==> src/rtl/cpu_pipe_pkg.sv <==
// Shared pipeline-buffer types: occupancy states and default field widths.
package cpu_pipe_pkg;

  localparam int PC_W_DEF   = 32;
  localparam int INST_W_DEF = 32;

  typedef enum logic [1:0] {
    EMPTY = 2'd0,
    ONE   = 2'd1,
    TWO   = 2'd2,
    FULL  = 2'd3
  } buf_state_e;

endpackage

==> src/rtl/id_inbuf_if.sv <==
// IF->ID->EXE handshake bundle for the decode input buffer.
interface id_inbuf_if #(
    parameter int PC_W   = 32,
    parameter int INST_W = 32
);
    logic              if_to_id_valid;
    logic [PC_W-1:0]   if_pc;
    logic [INST_W-1:0] if_inst;
    logic              id_allow_in;
    logic              id_ready_go;
    logic              exe_allow_in;
    logic              id_flush;
    logic              id_valid;
    logic [PC_W-1:0]   id_pc;
    logic [INST_W-1:0] id_inst;
    logic              id_to_exe_valid;

    modport master (
        output if_to_id_valid, if_pc, if_inst, id_ready_go, exe_allow_in, id_flush,
        input  id_allow_in, id_valid, id_pc, id_inst, id_to_exe_valid
    );

    modport slave (
        input  if_to_id_valid, if_pc, if_inst, id_ready_go, exe_allow_in, id_flush,
        output id_allow_in, id_valid, id_pc, id_inst, id_to_exe_valid
    );
endinterface

==> src/rtl/id_inbuf_ctrl.sv <==
// Occupancy FSM of the ID input buffer; emits data-register load enables.
// ID_INBUF_SKID_EN selects the two-entry skid variant (EMPTY/ONE/TWO).
module id_inbuf_ctrl
    import cpu_pipe_pkg::*;
(
    input  logic clk,
    input  logic rst,
    input  logic if_to_id_valid,
    input  logic id_ready_go,
    input  logic exe_allow_in,
    input  logic id_flush,
    output logic head_valid,
    output logic allow_in,
    output logic to_exe_valid,
`ifdef ID_INBUF_SKID_EN
    output logic load_skid,
    output logic load_head_skid,
`endif
    output logic load_head_in
);

    buf_state_e state;
    logic       accept;
    logic       dequeue;

    // Outputs are forced idle while rst is held so nothing leaks during reset.
    assign head_valid   = !rst && (state != EMPTY);
    assign to_exe_valid = head_valid && id_ready_go && !id_flush;
`ifdef ID_INBUF_SKID_EN
    assign allow_in     = !rst && (state != TWO);
`else
    assign allow_in     = !rst && (!head_valid || (id_ready_go && exe_allow_in));
`endif
    assign accept       = if_to_id_valid && allow_in && !id_flush;
    assign dequeue      = to_exe_valid && exe_allow_in;

    assign load_head_in   = accept && ((state == EMPTY) || dequeue);
`ifdef ID_INBUF_SKID_EN
    assign load_skid      = accept && !dequeue && (state == ONE);
    assign load_head_skid = dequeue && (state == TWO);
`endif

    always_ff @(posedge clk) begin
        if (rst || id_flush) begin
            state <= EMPTY;
        end else begin
            unique case (state)
`ifdef ID_INBUF_SKID_EN
                EMPTY: if (accept) state <= ONE;
                ONE: begin
                    if (accept && !dequeue)      state <= TWO;
                    else if (dequeue && !accept) state <= EMPTY;
                end
                TWO:   if (dequeue) state <= ONE;
                default: state <= EMPTY;
`else
                EMPTY: if (accept) state <= FULL;
                FULL:  if (dequeue && !accept) state <= EMPTY;
                default: state <= EMPTY;
`endif
            endcase
        end
    end

endmodule

==> src/rtl/id_inbuf.sv <==
// Decode-stage input buffer between IF and EXE; in-order, flushable.
// Define ID_INBUF_SKID_EN for the two-entry skid buffer, else single entry.
module id_inbuf
    import cpu_pipe_pkg::*;
#(
    parameter int PC_W   = PC_W_DEF,
    parameter int INST_W = INST_W_DEF
) (
    input logic       clk,
    input logic       rst,
    id_inbuf_if.slave bus
);

    logic              head_valid;
    logic              load_head_in;
    logic [PC_W-1:0]   head_pc_p0;
    logic [INST_W-1:0] head_inst_p0;
`ifdef ID_INBUF_SKID_EN
    logic              load_skid;
    logic              load_head_skid;
    logic [PC_W-1:0]   skid_pc_p0;
    logic [INST_W-1:0] skid_inst_p0;
`endif

    id_inbuf_ctrl u_ctrl (
        .clk            (clk),
        .rst            (rst),
        .if_to_id_valid (bus.if_to_id_valid),
        .id_ready_go    (bus.id_ready_go),
        .exe_allow_in   (bus.exe_allow_in),
        .id_flush       (bus.id_flush),
        .head_valid     (head_valid),
        .allow_in       (bus.id_allow_in),
        .to_exe_valid   (bus.id_to_exe_valid),
`ifdef ID_INBUF_SKID_EN
        .load_skid      (load_skid),
        .load_head_skid (load_head_skid),
`endif
        .load_head_in   (load_head_in)
    );

    // IF -> ID register stage; data is not reset, validity lives in the FSM
    always_ff @(posedge clk) begin
        if (load_head_in) begin
            head_pc_p0   <= bus.if_pc;
            head_inst_p0 <= bus.if_inst;
`ifdef ID_INBUF_SKID_EN
        end else if (load_head_skid) begin
            head_pc_p0   <= skid_pc_p0;
            head_inst_p0 <= skid_inst_p0;
`endif
        end
    end

`ifdef ID_INBUF_SKID_EN
    always_ff @(posedge clk) begin
        if (load_skid) begin
            skid_pc_p0   <= bus.if_pc;
            skid_inst_p0 <= bus.if_inst;
        end
    end
`endif

    assign bus.id_valid = head_valid;
    assign bus.id_pc    = head_valid ? head_pc_p0   : '0;
    assign bus.id_inst  = head_valid ? head_inst_p0 : '0;

endmodule
==> src/flat_wrapper.sv <==
// flat-port wrapper written by rule: the top's interface ports become plain ports
module id_inbuf_flat import cpu_pipe_pkg::*;
#(
    parameter int PC_W   = PC_W_DEF,
    parameter int INST_W = INST_W_DEF
)
  (clk, rst, bus_if_to_id_valid, bus_if_pc, bus_if_inst, bus_id_ready_go, bus_exe_allow_in, bus_id_flush, bus_id_allow_in, bus_id_valid, bus_id_pc, bus_id_inst, bus_id_to_exe_valid);
  id_inbuf_if #(.PC_W(PC_W), .INST_W(INST_W)) bus_i ();
  input logic clk;
  input logic rst;
  input wire logic [$bits(bus_i.if_to_id_valid)-1:0] bus_if_to_id_valid;
  input wire logic [$bits(bus_i.if_pc)-1:0] bus_if_pc;
  input wire logic [$bits(bus_i.if_inst)-1:0] bus_if_inst;
  input wire logic [$bits(bus_i.id_ready_go)-1:0] bus_id_ready_go;
  input wire logic [$bits(bus_i.exe_allow_in)-1:0] bus_exe_allow_in;
  input wire logic [$bits(bus_i.id_flush)-1:0] bus_id_flush;
  output wire logic [$bits(bus_i.id_allow_in)-1:0] bus_id_allow_in;
  output wire logic [$bits(bus_i.id_valid)-1:0] bus_id_valid;
  output wire logic [$bits(bus_i.id_pc)-1:0] bus_id_pc;
  output wire logic [$bits(bus_i.id_inst)-1:0] bus_id_inst;
  output wire logic [$bits(bus_i.id_to_exe_valid)-1:0] bus_id_to_exe_valid;
  assign bus_i.if_to_id_valid = bus_if_to_id_valid;
  assign bus_i.if_pc = bus_if_pc;
  assign bus_i.if_inst = bus_if_inst;
  assign bus_i.id_ready_go = bus_id_ready_go;
  assign bus_i.exe_allow_in = bus_exe_allow_in;
  assign bus_i.id_flush = bus_id_flush;
  assign bus_id_allow_in = bus_i.id_allow_in;
  assign bus_id_valid = bus_i.id_valid;
  assign bus_id_pc = bus_i.id_pc;
  assign bus_id_inst = bus_i.id_inst;
  assign bus_id_to_exe_valid = bus_i.id_to_exe_valid;
  id_inbuf #(.PC_W(PC_W), .INST_W(INST_W)) u_core (.clk(clk), .rst(rst), .bus(bus_i));
endmodule
==> config.mk <==
export PLATFORM = sky130hd
export DESIGN_NAME = id_inbuf_flat
export DESIGN_NICKNAME = d
export VERILOG_FILES = /design/src/rtl/cpu_pipe_pkg.sv /design/src/rtl/id_inbuf_if.sv /design/src/rtl/id_inbuf_ctrl.sv /design/src/rtl/id_inbuf.sv /design/src/flat_wrapper.sv
export SDC_FILE = /design/constraint.sdc
export NUM_CORES = 1
export LEC_CHECK = 0
export BUFFER_PORTS_ARGS = -buffer_cell sky130_fd_sc_hd__buf_2
export CORE_ASPECT_RATIO = 0.9
export CORE_MARGIN = 5
export CORE_UTILIZATION = 40
export CTS_BUF_LIST = sky130_fd_sc_hd__clkbuf_4 sky130_fd_sc_hd__clkbuf_8
export DETAILED_ROUTE_END_ITERATION = 6
export GPL_TIMING_DRIVEN = 1
export PLACE_DENSITY = 0.84
export SLEW_MARGIN = 30
export SYNTH_ARGS = -nofsm -noshare
export SYNTH_HDL_FRONTEND = slang
export SYNTH_SLANG_ARGS = --single-unit
==> constraint.sdc <==
create_clock -name clk -period 6.3 [get_ports clk]
set_input_delay 1.26 -clock clk [delete_from_list [all_inputs] [get_ports clk]]
set_output_delay 1.26 -clock clk [all_outputs]
set_load 0.02 [all_outputs]
==> impl_metrics.env, run 1 <==
export IMPL_rows=27
export IMPL_areaGrowthSynthToFinish_pct=38.8
export IMPL_yosys_area_share_adder_pct=0
export IMPL_grt_max_degree=67
export IMPL_path_class="in -> out"
export IMPL_io_buffers=136
export IMPL_status="completed"
export IMPL_postCtsSetupBuffers=0
export IMPL_path_clk_slew_ns=0.06
export IMPL_grt_usage_pct=13.6
export IMPL_setup_viol=0
export IMPL_dp_cells=345
export IMPL_synthXorXnorAreaFrac_pct=0
export IMPL_power_mw=0.916
export IMPL_postCtsHoldBufs=0
export IMPL_wl_um=5230
export IMPL_syn_nets=213
export IMPL_final_util_pct=56.4
export IMPL_synth_seq_cells=65
export IMPL_io_pin_count=137
export IMPL_cp_arrival_ns=2.33
export IMPL_synth_simple_area_share_pct=17.7
export IMPL_synth_top_cells_by_area="edfxtp_1 78%, and2_1 16%, buf_6 2.3%"
export IMPL_tns_ns=0
export IMPL_reg2reg_to="u_core.head_inst_p0[25]"
export IMPL_yosysTopAreaCell="edfxtp_1"
export IMPL_die_w_um=92.6
export IMPL_synth_warnings=0
export IMPL_mappedNetlistArea_um2=2460
export IMPL_antenna_found_initial=0
export IMPL_layout_drive_gt1_share_pct=53.3
export IMPL_remaining_drc_errors=0
export IMPL_power_static_leakage_nw=1.57
export IMPL_grt_overflow_total=0
export IMPL_dr_wl_met3_um=564
export IMPL_die_h_um=84.4
export IMPL_numCtsBuffers=9
export IMPL_wl_per_cell_um=14.5
export IMPL_required_ns=5.04
export IMPL_start_util_pct=40.6
export IMPL_final_nets=355
export IMPL_cts_tree="done"
export IMPL_netlist_instances=143
export IMPL_coreArea_um2=6050
export IMPL_fin_worst_skew_ns=0.00174
export IMPL_grt_pass1_wl_um=8100
export IMPL_maxCapViolations=0
export IMPL_whs_path_depth=2
export IMPL_ctsResizeCount=0
export IMPL_period_needed_ns=3.59
export IMPL_cts_root_buf="clkbuf_8"
export IMPL_top_layer_used="met4"
export IMPL_routed_via_density=4.40
export IMPL_grt_pass1_vias=1686
export IMPL_wl_met2_um=2760
export IMPL_cp_start_kind="input pin"
export IMPL_min_from="u_core.u_ctrl.state[0]"
export IMPL_rsz0062_at_grt="no"
export IMPL_hold_class="reg -> reg"
export IMPL_min_to="u_core.u_ctrl.state[0]"
export IMPL_whs_ns=0.674
export IMPL_syn_avg_cell_area_um2=17.2
export IMPL_synth_top_area_share_pct=78.2
export IMPL_clk_latency_ns=0.32
export IMPL_synth_seq_area_share_pct=79.0
export IMPL_vias=1589
export IMPL_max_freq_mhz=278
export IMPL_antenna_diode_count=0
export IMPL_slew_headroom_pct=47.5
export IMPL_synth_top_family_by_area="simple AND/OR/NAND/NOR gates"
export IMPL_reg2regPathDepth=3
export IMPL_synth_cell_type_count=11
export IMPL_clock_path_buffers=2
export IMPL_antenna_left=0
export IMPL_ir_drop_mv=0.132
export IMPL_finalCritPeriodShare_pct=57.0
export IMPL_r2r_start="u_core.u_ctrl.state[0]"
export IMPL_cts_sinks=65
export IMPL_instances_no_fill=361
export IMPL_worst_pin_slew_ns=0.788
export IMPL_r2r_slack_ns=4.56
export IMPL_hold_viol=0
export IMPL_wl_met1_um=1850
export IMPL_htree_levels=3
export IMPL_drt_iter0_drc=100
export IMPL_drv_slew=0
export IMPL_firstDrtPassIters=4
export IMPL_synth_compound_area_share_pct=0.611
export IMPL_finalWeightedCongestion=0.680
export IMPL_cp_max_fo=43
export IMPL_crit_path_end_kind="output pin"
export IMPL_powerDensity_nw_per_um2=269
export IMPL_synthMuxAreaShare_pct=0
export IMPL_dieArea_um2=7810
==> cell families (layout without fill, tap and decap cells) <==
group	after synthesis	count (layout)
buffers and inverters	7	153
flip-flops	65	65
AND/OR/NAND/NOR	69	69
AO/OA/AOI/OAI	2	2
==> metal layers <==
metal,up-vias,track usage [%]
li1,778,-
met1,726,12.7
met2,80,25.4
met3,5,7.35
met4,0,3.60
met5,-,0
==> cell type report <==
cell class                 count  area [µm²]
clock buffer                  11         139
clock inverter                 4        68.8
fill                         508        2640
multi-input combinational     71         455
sequential                    65        1940
tap                           72        90.1
timing repair buffer         138         716
==> placed cells by master (no fill, tap or decap), drive strengths merged <==
| master | Yosys | layout |
|---|---|---|
| buf | 6 | 138 |
| and2 | 64 | 64 |
| edfxtp | 64 | 64 |
| clkbuf | 1 | 11 |
| nor2 | 2 | 2 |
| bufinv | 0 | 2 |
| and3b | 2 | 2 |
| clkinv | 0 | 2 |
| nor2b | 1 | 1 |
| a21boi | 1 | 1 |
| o21a | 1 | 1 |
| dfxtp | 1 | 1 |
==> synthesized netlist by cell type <==
library cell and n:
buf_2 1, a21boi_0 1, nor2_1 2, buf_6 5, and3b_1 2, and2_1 64
edfxtp_1 64, dfxtp_1 1, o21a_1 1, nor2b_2 1, clkbuf_2 1
==> through the flow <==
step,area (µm²),worst slack [ns]
CTS,3380,2.37
floorplan,2460,2.87
global route,3410,2.55
detailed placement,3180,2.37
global placement,3180,2.41
finish,3410,2.71
==> power by group <==
group          leakage (nW)  switching (mW)  internal (mW)  total, mW
clock                 0.108           0.141          0.227      0.368
sequential            0.595         0.00236          0.490      0.492
combinational         0.869          0.0299         0.0256     0.0555
==> worst max-delay path, stage by stage <==
cell and delay, ns:
buf_2 0.12, nor2b_4 0.37, buf_16 0.23, and2_1 0.16
buf_2 0.17
==> how the worst max path moves through the flow <==
stage	start	to	slack, ns
after global placement	rst	bus_id_pc[23]	2.41
after global routing	rst	bus_id_pc[23]	2.55
after floorplan	bus_exe_allow_in	u_core.head_inst_p0[0]	2.87
final	rst	bus_id_pc[23]	2.71
after detailed placement	rst	bus_id_pc[23]	2.37
after CTS	rst	bus_id_pc[23]	2.37
==> registers in the layout (all words and copies together) (netlist names) <==
register / count
u_core.head_inst_p0: 32
u_core.head_pc_p0: 32
u_core.u_ctrl.state: 1
Note: power is estimated with default switching activity, not from simulation.
==> run 2: changes to the inputs <==
==> constraint.sdc (replaced) <==
create_clock -name clk -period 3.6 [get_ports clk]
set_input_delay 0.72 -clock clk [delete_from_list [all_inputs] [get_ports clk]]
set_output_delay 0.72 -clock clk [all_outputs]
set_load 0.02 [all_outputs]
==> run 2 against run 1 <==
Effect of this change:
- non-clock buffer count stayed put
- combinational power is 72% higher
- sequential share of layout area is 0.72 points higher
- global-route usage hardly changed
- clock power is 58% higher
- count of clock-buffer cells in the layout stayed put
- via count is 0.38% higher
- final area is 1.2% lower
- sequential power is 75% higher
- clock skew is 0.0042 ns higher
- critical path type unchanged
- largest cell class unchanged
- largest power group unchanged
==> impl_metrics.env, run 2 (synthesized netlist as in run 1, its figures left out) <==
export IMPL_clk_latency_ns=0.32
export IMPL_ir_drop_mv=0.227
export IMPL_slew_headroom_pct=45.7
export IMPL_fin_worst_skew_ns=0.00591
export IMPL_io_buffers=136
export IMPL_finalWeightedCongestion=0.675
export IMPL_io_pin_count=137
export IMPL_antenna_diode_count=0
export IMPL_htree_levels=3
export IMPL_cp_arrival_ns=1.74
export IMPL_drt_iter0_drc=69
export IMPL_power_static_leakage_nw=1.55
export IMPL_antenna_found_initial=0
export IMPL_hold_class="in -> reg"
export IMPL_grt_usage_pct=13.6
export IMPL_final_fill_count=505
export IMPL_critPathBufInv=3
export IMPL_grt_pass1_vias=1659
export IMPL_wl_um=5270
export IMPL_cpMostUsedCell="buf_2"
export IMPL_use_met2_pct=23.8
export IMPL_max_freq_mhz=407
export IMPL_dieArea_um2=7810
export IMPL_grt_pass1_wl_um=8110
export IMPL_period_needed_ns=2.46
export IMPL_die_w_um=92.6
export IMPL_grt_busiest_layer="met2"
export IMPL_grt_max_degree=67
export IMPL_reg_largest_list="u_core.head_inst_p0: 32 flops, u_core.head_pc_p0: 32 flops, u_core.u_ctrl.state: 1 flops"
export IMPL_placed_area_um2=3180
export IMPL_use_met3_pct=5.73
export IMPL_cpMaxStageDelayCell="buf_4"
export IMPL_start_util_pct=40.6
export IMPL_areaGrowthSynthToFinish_pct=37.1
export IMPL_required_ns=2.88
export IMPL_slowest_delay_ns=0.38
export IMPL_crit_path_end_kind="output pin"
export IMPL_final_nets=355
export IMPL_grt_overflow_total=0
export IMPL_power_mw=1.54
export IMPL_path_class="in -> out"
export IMPL_cts_root_buf="clkbuf_8"
export IMPL_routed_via_density=4.41
export IMPL_reg2regPathDepth=3
export IMPL_path_cells="buf_2 > nor2b_4 > buf_4 > and3b_1 > buf_2"
export IMPL_ctsResizeCount=0
export IMPL_firstDrtPassIters=4
export IMPL_cts_tree="done"
export IMPL_rows=27
export IMPL_drv_slew=0
export IMPL_final_cell_area_um2=3370
export IMPL_final_util_pct=55.7
export IMPL_cp_start_kind="input pin"
export IMPL_whs_path_depth=1
export IMPL_die_h_um=84.4
export IMPL_postCtsHoldBufs=0
export IMPL_numCtsBuffers=9
export IMPL_coreArea_um2=6050
export IMPL_hold_viol=0
export IMPL_vias=1595
export IMPL_wl_per_cell_um=14.6
export IMPL_layout_common_cells="136 x buf_2, 64 x and2_1, 64 x edfxtp_1, 9 x clkbuf_8, 3 x clkinv_1"
export IMPL_gr_usage_met1_pct=15.0
export IMPL_postCtsSetupBuffers=0
export IMPL_setup_viol=0
export IMPL_clock_path_buffers=2
export IMPL_worst_pin_slew_ns=0.814
export IMPL_antenna_left=0
export IMPL_crit_cells=5
export IMPL_cts_sinks=65
export IMPL_cp_max_fo=66
export IMPL_final_common_cell="buf_2"
export IMPL_tns_ns=0
export IMPL_r2r_slack_ns=1.84
export IMPL_critPathTopFamily="buffers and inverters"
export IMPL_status="completed"
export IMPL_maxCapViolations=0
export IMPL_path_clk_slew_ns=0.07
export IMPL_layout_drive_gt1_share_pct=52.8
export IMPL_remaining_drc_errors=0
export IMPL_whs_ns=0.566
export IMPL_rsz0062_at_grt="no"
export IMPL_powerDensity_nw_per_um2=456
export IMPL_finalCritPeriodShare_pct=68.3
==> run 2: changes by cell type in the layout (fill, tap and decap cells not counted), sizes merged <==
cell,previous run,this run
bufinv,2,1
clkinv,2,4
==> run 2: report_power, final <==
part | switching (mW) | internal, mW
Sequential | 0.00418 | 0.857
Clock | 0.253 | 0.327
Combinational | 0.0519 | 0.0434
Total | 0.309 | 1.23
==> run 2: path summary, 6_finish.rpt <==
kind / start / endpoint
worst max-delay path: rst / bus_id_to_exe_valid
worst min-delay path: bus_if_pc[14] / u_core.head_pc_p0[14]
worst max register to register: u_core.u_ctrl.state[0] / u_core.head_pc_p0[31]
worst min register to register: u_core.u_ctrl.state[0] / u_core.u_ctrl.state[0]
==> run 2: through the flow <==
step,setup WS (ns),std cells
after global routing,1.03,362
after global placement,1.18,346
after detailed placement,1.13,346
after CTS,1.13,362
final,1.14,362
after floorplan,0.714,143
==> run 2: final cells by class <==
| class | instances | area [µm²] | area share (%) |
|---|---|---|---|
| Sequential cell | 65 | 1940 | 57.7 |
| Timing Repair Buffer | 138 | 696 | 20.7 |
| Multi-Input combinational cell | 71 | 455 | 13.5 |
| Clock buffer | 11 | 139 | 4.12 |
| Tap cell | 72 | 90.1 | 2.67 |
| Clock inverter | 5 | 46.3 | 1.37 |
==> run 2: worst reg2reg max path, cell delays in order (launching register included) <==
cell and delay, ns:
dfxtp_1 0.31, a21boi_0 0.15, and3b_2 0.26, buf_4 0.62
==> run 2: layer usage <==
metal  up-vias  routed length (µm)
li1        778                   -
met1       738                2020
met2        73                2770
met3         6                 439
met4         0                  48
met5         -                   0
==> run 3: changes to the inputs <==
--- a/config.mk
+++ b/config.mk
@@ -12,7 +12,7 @@
 export CTS_BUF_LIST = sky130_fd_sc_hd__clkbuf_4 sky130_fd_sc_hd__clkbuf_8
 export DETAILED_ROUTE_END_ITERATION = 6
 export GPL_TIMING_DRIVEN = 1
-export PLACE_DENSITY = 0.84
+export PLACE_DENSITY = 0.87
 export SLEW_MARGIN = 30
 export SYNTH_ARGS = -nofsm -noshare
 export SYNTH_HDL_FRONTEND = slang
==> constraint.sdc (replaced) <==
create_clock -name clk -period 2.1 [get_ports clk]
set_input_delay 0.42 -clock clk [delete_from_list [all_inputs] [get_ports clk]]
set_output_delay 0.42 -clock clk [all_outputs]
set_load 0.02 [all_outputs]
==> run 3 against run 2 <==
Effect of this change:
- final cell count up 0.55%
- utilization grew 0.43 points
- first-iteration DRC count decreased by 36%
- combinational power up 72%
- count of clock-buffer cells in the layout rose by 3
- clock skew hardly changed
- clock power is 72% higher
- die area did not move
- register-to-register slack worse by 1.3 ns
- critical path depth is 1 lower
- highest routed layer unchanged
==> impl_metrics.env, run 3 (synthesized netlist as in run 1, its figures left out) <==
export IMPL_clock_path_buffers=2
export IMPL_coreArea_um2=6050
export IMPL_setup_viol=0
export IMPL_die_h_um=84.4
export IMPL_final_nets=357
export IMPL_drv_slew=0
export IMPL_placed_area_um2=3200
export IMPL_ctsResizeCount=0
export IMPL_grt_usage_pct=13.3
export IMPL_layout_drive_gt1_share_pct=54.1
export IMPL_dieArea_um2=7810
export IMPL_firstDrtPassIters=3
export IMPL_multi_input_area_um2=455
export IMPL_grt_pass1_wl_um=7960
export IMPL_io_pin_count=137
export IMPL_grt_overflow_total=0
export IMPL_cts_tree="done"
export IMPL_slew_headroom_pct=68.5
export IMPL_final_fill_count=496
export IMPL_final_cell_area_um2=3390
export IMPL_postCtsHoldBufs=0
export IMPL_max_freq_mhz=539
export IMPL_dp_hpwl_um=3870
export IMPL_crit_path_end_kind="output pin"
export IMPL_htree_levels=3
export IMPL_grt_max_degree=38
export IMPL_antenna_found_initial=0
export IMPL_maxCapViolations=0
export IMPL_remaining_drc_errors=0
export IMPL_hold_viol=0
export IMPL_wl_um=5190
export IMPL_power_static_leakage_nw=1.57
export IMPL_postCtsSetupBuffers=0
export IMPL_hold_class="in -> reg"
export IMPL_cts_root_buf="clkbuf_8"
export IMPL_status="completed"
export IMPL_clk_latency_ns=0.33
export IMPL_r2r_slack_ns=0.56
export IMPL_rsz0062_at_grt="no"
export IMPL_vias=1596
export IMPL_io_buffers=136
export IMPL_drt_iter0_drc=44
export IMPL_antenna_left=0
export IMPL_antenna_diode_count=0
export IMPL_rows=27
export IMPL_finalCritPeriodShare_pct=88.4
export IMPL_grt_pass1_vias=1746
export IMPL_routed_via_density=4.38
export IMPL_tns_ns=0
export IMPL_numCtsBuffers=9
export IMPL_path_clk_slew_ns=0.07
export IMPL_cp_max_fo=35
export IMPL_seqCellArea_um2=1940
export IMPL_layout_common_cells="136 x buf_2, 64 x and2_1, 64 x edfxtp_1, 13 x clkbuf_8, 4 x buf_4"
export IMPL_cp_start_kind="register"
export IMPL_required_ns=1.68
export IMPL_finalWeightedCongestion=0.625
export IMPL_period_needed_ns=1.86
export IMPL_path_class="reg -> out"
export IMPL_powerDensity_nw_per_um2=779
export IMPL_cp_arrival_ns=1.44
export IMPL_cts_sinks=65
export IMPL_worst_pin_slew_ns=0.473
export IMPL_wl_per_cell_um=14.3
export IMPL_start_util_pct=40.6
export IMPL_die_w_um=92.6
export IMPL_reg_largest_list="u_core.head_inst_p0: 32 flops, u_core.head_pc_p0: 32 flops, u_core.u_ctrl.state: 1 flops"
export IMPL_areaGrowthSynthToFinish_pct=38.1
export IMPL_ir_drop_mv=0.467
export IMPL_fin_worst_skew_ns=0.00572
export IMPL_final_common_cell="buf_2"
run 3: cell count changes in the layout (fill, tap and decap cells not counted):
cell,delta
buf_4,+2
clkinv_1,-3
clkbuf_4,-1
clkbuf_8,+4
clkinv_2,+1
bufinv_16,-1
run 3: stage by stage:
stage	instances	hold WS (ns)	worst slack [ns]	utilization, %	power, mW
after floorplan	143	0.519	0.224	-	1.58
after global placement	348	0.596	0.389	52.9	1.66
after detailed placement	348	0.598	0.362	52.9	1.67
after CTS	364	0.243	0.206	56.1	2.67
after global routing	364	0.234	0.106	56.1	2.76
final	364	0.261	0.243	56.1	2.64
run 3: layer usage:
layer / up-vias / GRT usage (%) / wire length (µm)
li1: 781 / - / -
met2: 71 / 23.5 / 2800
met4: 0 / 5.06 / 42
met5: - / 0 / 0
met3: 6 / 6.09 / 474
met1: 738 / 13.9 / 1880
run 3: critical path, stage by stage, from the launching register on:
cell and delay [ns]:
dfxtp_1 0.33, nor2b_4 0.15, buf_4 0.27, and2_1 0.19, buf_2 0.17
run 3: power by group:
| group | internal, mW | switching (mW) |
|---|---|---|
| combinational | 0.0761 | 0.0881 |
| clock | 0.568 | 0.436 |
| sequential | 1.47 | 0.00668 |
| total | 2.11 | 0.531 |
run 3: final timing paths:
path | to | from | depth (start not counted)
worst max-delay path | bus_id_pc[17] | u_core.u_ctrl.state[0] | 4
worst min-delay path | u_core.head_pc_p0[30] | bus_if_pc[30] | 1
worst max register to register | u_core.head_inst_p0[11] | u_core.u_ctrl.state[0] | 3
worst min register to register | u_core.u_ctrl.state[0] | u_core.u_ctrl.state[0] | 2
run 3: cell type report:
| type | count | share of cell area (%) |
|---|---|---|
| Tap cell | 72 | 2.65 |
| Sequential cell | 65 | 57.2 |
| Timing Repair Buffer | 140 | 20.9 |
| Clock buffer | 14 | 5.49 |
| Multi-Input combinational cell | 71 | 13.4 |
| Clock inverter | 2 | 0.295 |
